--- src/rtl/load_response_unit.sv ---
// Delayed-load consumer: issues one data-memory read per accepted load, stalls the
// pipeline until the response arrives, then aligns/extends it and writes it back.
module load_response_unit #(
  parameter int TIMEOUT = 16
) (
  input  logic        clk,
  input  logic        rst,
  input  logic        delayed_load,
  input  logic [4:0]  delayed_rd,
  input  logic [31:0] delayed_addr,
  input  logic [2:0]  delayed_funct3,
  output logic        dmem_req,
  output logic [31:0] dmem_addr,
  input  logic        dmem_gnt,
  input  logic        dmem_rvalid,
  input  logic [31:0] dmem_rdata,
  output logic        wb_we,
  output logic [4:0]  wb_rd,
  output logic [31:0] wb_data,
  output logic        load_stall_o,
  output logic        load_fault
);
  localparam int CW = (TIMEOUT > 0) ? $clog2(TIMEOUT + 1) : 1;

  typedef enum logic [1:0] {IDLE, REQ, WAIT, WB} state_t;

  state_t        state_q, state_d;
  logic [4:0]    rd_q, rd_d;
  logic [1:0]    off_q, off_d;
  logic [2:0]    f3_q, f3_d;
  logic [CW-1:0] cnt_q, cnt_d, cnt_inc;
  logic [31:0]   dmem_addr_q, dmem_addr_d;
  logic [31:0]   wb_data_q, wb_data_d;
  logic [4:0]    wb_rd_q, wb_rd_d;
  logic          req_q, req_d, stall_q, stall_d, we_q, we_d, fault_q, fault_d;
  logic          illegal, timeout;
  logic [7:0]    rbyte;
  logic [15:0]   rhalf;
  logic [31:0]   aligned;

  assign illegal = (delayed_funct3 == 3'b011) || (delayed_funct3 == 3'b110) ||
                   (delayed_funct3 == 3'b111) ||
                   ((delayed_funct3[1:0] == 2'b01) && delayed_addr[0]) ||
                   ((delayed_funct3 == 3'b010) && (delayed_addr[1:0] != 2'b00));

  // Counter saturates at TIMEOUT so it can never wrap back below the limit.
  assign cnt_inc = (cnt_q == CW'(TIMEOUT)) ? cnt_q : cnt_q + 1'b1;
  assign timeout = (TIMEOUT != 0) && (cnt_inc == CW'(TIMEOUT));

  always_comb begin
    rbyte   = dmem_rdata[{off_q, 3'b000} +: 8];
    rhalf   = off_q[1] ? dmem_rdata[31:16] : dmem_rdata[15:0];
    aligned = dmem_rdata;
    case (f3_q[1:0])
      2'b00:   aligned = {{24{rbyte[7] & ~f3_q[2]}}, rbyte};
      2'b01:   aligned = {{16{rhalf[15] & ~f3_q[2]}}, rhalf};
      default: aligned = dmem_rdata;
    endcase
  end

  always_comb begin
    state_d     = state_q;
    rd_d        = rd_q;
    off_d       = off_q;
    f3_d        = f3_q;
    cnt_d       = cnt_q;
    dmem_addr_d = dmem_addr_q;
    wb_data_d   = wb_data_q;
    wb_rd_d     = wb_rd_q;
    fault_d     = 1'b0;
    case (state_q)
      IDLE: begin
        if (delayed_load) begin
          if (illegal) begin
            fault_d = 1'b1;
          end else begin
            rd_d        = delayed_rd;
            off_d       = delayed_addr[1:0];
            f3_d        = delayed_funct3;
            cnt_d       = '0;
            dmem_addr_d = {delayed_addr[31:2], 2'b00};
            state_d     = REQ;
          end
        end
      end
      REQ: begin
        cnt_d = cnt_inc;
        if (timeout) begin
          fault_d = 1'b1;
          state_d = IDLE;
        end else if (dmem_gnt) begin
          state_d = WAIT;
        end
      end
      WAIT: begin
        cnt_d = cnt_inc;
        if (timeout) begin
          fault_d = 1'b1;
          state_d = IDLE;
        end else if (dmem_rvalid) begin
          wb_data_d = aligned;
          wb_rd_d   = rd_q;
          state_d   = WB;
        end
      end
      default: state_d = IDLE;
    endcase
    // Outputs are registered copies of what the next state implies.
    req_d   = (state_d == REQ);
    stall_d = (state_d != IDLE);
    we_d    = (state_d == WB) && (rd_q != 5'd0);
  end

  always_ff @(posedge clk or negedge rst) begin
    if (!rst) begin
      state_q     <= IDLE;
      rd_q        <= '0;
      off_q       <= '0;
      f3_q        <= '0;
      cnt_q       <= '0;
      dmem_addr_q <= '0;
      wb_data_q   <= '0;
      wb_rd_q     <= '0;
      req_q       <= 1'b0;
      stall_q     <= 1'b0;
      we_q        <= 1'b0;
      fault_q     <= 1'b0;
    end else begin
      state_q     <= state_d;
      rd_q        <= rd_d;
      off_q       <= off_d;
      f3_q        <= f3_d;
      cnt_q       <= cnt_d;
      dmem_addr_q <= dmem_addr_d;
      wb_data_q   <= wb_data_d;
      wb_rd_q     <= wb_rd_d;
      req_q       <= req_d;
      stall_q     <= stall_d;
      we_q        <= we_d;
      fault_q     <= fault_d;
    end
  end

  assign dmem_req     = req_q;
  assign dmem_addr    = dmem_addr_q;
  assign wb_we        = we_q;
  assign wb_rd        = wb_rd_q;
  assign wb_data      = wb_data_q;
  assign load_stall_o = stall_q;
  assign load_fault   = fault_q;
endmodule

--- config.mk ---
export PLATFORM = sky130hd
export DESIGN_NAME = load_response_unit
export DESIGN_NICKNAME = d
export VERILOG_FILES = /design/src/rtl/load_response_unit.sv
export SDC_FILE = /design/constraint.sdc
export NUM_CORES = 1
export LEC_CHECK = 0
export CORE_UTILIZATION = 30
export CTS_BUF_LIST = sky130_fd_sc_hd__clkbuf_8 sky130_fd_sc_hd__clkbuf_16
export DETAILED_ROUTE_END_ITERATION = 12
export GPL_ROUTABILITY_DRIVEN = 0
export PLACE_DENSITY = 0.69
export SYNTH_ARGS = -nofsm -noshare
export SYNTH_HDL_FRONTEND = slang
export SYNTH_SLANG_ARGS = --single-unit
--- constraint.sdc ---
create_clock -name clk -period 5.9 [get_ports clk]
set_clock_uncertainty 0.2 [all_clocks]
set_input_delay 1.18 -clock clk [delete_from_list [all_inputs] [get_ports clk]]
set_output_delay 1.18 -clock clk [all_outputs]
set_load 0.01 [all_outputs]
==> reports/qor.yml <==
r2r_end: "wb_data[6]"
p_int_uw: 1990
viasPerCell: 4.87
async_reset_ff_share_pct: 100
worst_slew_pin_slew_ns: 0.970
max_slew_margin_pct: 35.2
cts.path.max_buffers: 2
cts_tree: "built"
area_growth_pct: 44.2
synth_top_area_share_pct: 52.2
crit_arrival_ns: 3.59
hold_depth: 2
r2r_cells: 8
worstHoldPathType: "reg -> reg"
grt_overflow: 0
grt_usage_pct: 15.3
finalWirelength_um: 11000
final_cell_mix: "clkdlybuf4s50_1 (146), dfrtp_1 (88), mux2_2 (40)"
clkSinkCount: 88
yosysSeqAreaShare_pct: 52.2
clockRootBuffer: "clkbuf_16"
vias: 3329
yosys_warnings: 0
fmax_mhz: 280
p_leak_uw: 0.00258
htreeDepth: 3
port_buffers: 147
cp-end-kind: "flip-flop"
initial_utilization_pct: 31.4
irDropWorstVdd_v: 0.000223
run_status: "finished, final reports clean"
p_seq_share_pct: 36.1
grt_max_degree: 57
synth_area_leader_cell: "dfrtp_1"
grt_first_pass_wirelength_um: 17000
netlist_instances: 367
reg2reg_from: "cnt_q[0]"
cts_buffers: 9
first_pass_iters: 4
row_count: 42
coreArea_mm2: 0.0135
yosysUniqueCellTypes: 44
sw_frac_of_total_pct: 35.5
dieWidth_um: 121
postRouteAntennaNets: 0
min-delay-start: "wb_data[28]"
finalSetupViolations: 0
pwr_density_cell_mw_per_mm2: 508
drv_slew: 0
tns_ns: 0
reg2reg_slack_ns: 2.85
synth_seq_cells: 88
setup_ws_ns: 2.33
synth_area_leaders: "dfrtp_1 (52%), mux2_2 (11%), mux4_2 (4.3%), mux2i_1 (4.0%), nand2_1 (3.3%)"
min_to: "wb_data[28]"
rsz0062_at_grt: "false"
clk_latency_ns: 0.34
hold_buffers: 0
hold_viol_final: 0
cap_violations: 0
postCtsResizedCells: 0
power_frac_comb_pct: 46.9
start_kind: "primary input"
crit_path_max_fanout: 40
dpl.hpwl_um: 8210
cts_setup_buffers: 0
ys.flop_type: "dfrtp_1"
antenna_found_initial: 0
post-route-period-util_pct: 60.5
synth_edf_count: 0
io_pins: 150
nets: 586
drtIter0Drc: 184
first_global_vias: 3299
crit_required_ns: 5.92
post_dp_cell_area_mm2: 0.00581
final_util_pct: 45.2
dieArea_mm2: 0.0145
placed_cells: 668
drc: 0
clkPwrFrac_pct: 17.0
clk_pin_slew_ns: 0.06
layout_commonest_cell: "clkdlybuf4s50_1"
instances_no_fill: 684
avgSynthCellArea_um2: 11.5
layout-drive-gt1-share_pct: 14.4
period_needed_ns: 3.57
preCtsSetupSlack_ns: 1.95
die_h_um: 121
antenna_cells: 0
postLayoutCellArea_mm2: 0.00608
p_switching_uw: 1100
critPathKind: "in -> reg"
wire_per_inst_um: 16.0
syn-cell-area_mm2: 0.00422
[per-layer routing]
metal	GRT usage, %	part of all wire (%)
met2	23.9	47
met1	19.7	44
met4	5.79	1.5
met5	0	0
met3	4.86	7.6
[layout make-up]
cell class | count | area (µm²)
Tap cell | 176 | 220
Fill cell | 1290 | 7370
Clock buffer | 10 | 239
Sequential cell | 88 | 2200
Multi-Input combinational cell | 243 | 1860
Clock inverter | 6 | 36.3
Timing Repair Buffer | 149 | 1480
Inverter | 12 | 45.0
[sequential cells by signal, indices dropped and copies added (netlist names)]
signal and count:
load_fault 1, dmem_addr 30, dmem_req 1, state_q 2
f3_q 3, rd_q 5, wb_rd 5, wb_we 1
wb_data 32, off_q 2, cnt_q 5, load_stall_o 1
[cell families (layout without fill, tap and decap cells)]
logic type | count (synthesis) | after routing | share of synthesized area [%]
adder cells (fa/ha/maj) | 6 | 6 | 1.78
multiplexers | 70 | 70 | 20.3
AO/OA/AOI/OAI | 80 | 80 | 12.1
buffers and inverters | 37 | 177 | 4.24
other | 1 | 2 | 0.0889
flip-flops | 88 | 88 | 52.2
AND/OR/NAND/NOR | 85 | 85 | 9.28
[critical path, cell delays in order]
cell and delay [ns]:
clkdlybuf4s50_1 0.46, o31a_1 0.30, o22ai_1 0.26, nand3_2 0.79, mux2_2 0.58
[Yosys cell counts, drive strengths merged, types with 6 or more instances]
master,number
nor2,25
nor3,6
mux2i,17
inv,12
mux4,8
nand2,37
nand3,7
ha,6
dfrtp,88
a211oi,7
clkbuf,6
a21oi,16
mux2,45
buf,19
o31ai,17
o21ai,25
[power groups by stage]
stage | logic (µW) | clock network [µW] | registers, µW
after CTS | 1480 | 541 | 1120
after global placement | 1440 | 0 | 1110
after global routing | 1580 | 566 | 1160
after floorplan | 750 | 0 | 1150
final | 1450 | 526 | 1120
after detailed placement | 1470 | 0 | 1120
[through the flow]
step | hold WS (ns) | total power (µW)
after floorplan | 0.276 | 1900
after global placement | 0.266 | 2550
after detailed placement | 0.266 | 2590
after CTS | 0.280 | 3130
after global routing | 0.299 | 3300
final | 0.279 | 3090
[how the worst max path moves through the flow]
stage,start,end,slack [ns],cells after the start
6_report,delayed_funct3[0],dmem_addr[13],2.33,5
4_1_cts,delayed_funct3[0],dmem_addr[13],2.31,5
3_5_place_dp,delayed_funct3[0],dmem_addr[13],1.95,5
2_1_floorplan,dmem_rdata[31],wb_data[21],3.19,5
5_1_grt,delayed_funct3[0],dmem_addr[21],2.17,5
3_3_place_gp,delayed_funct3[0],dmem_addr[18],2.02,5
Power figures use the tool's default switching activity.
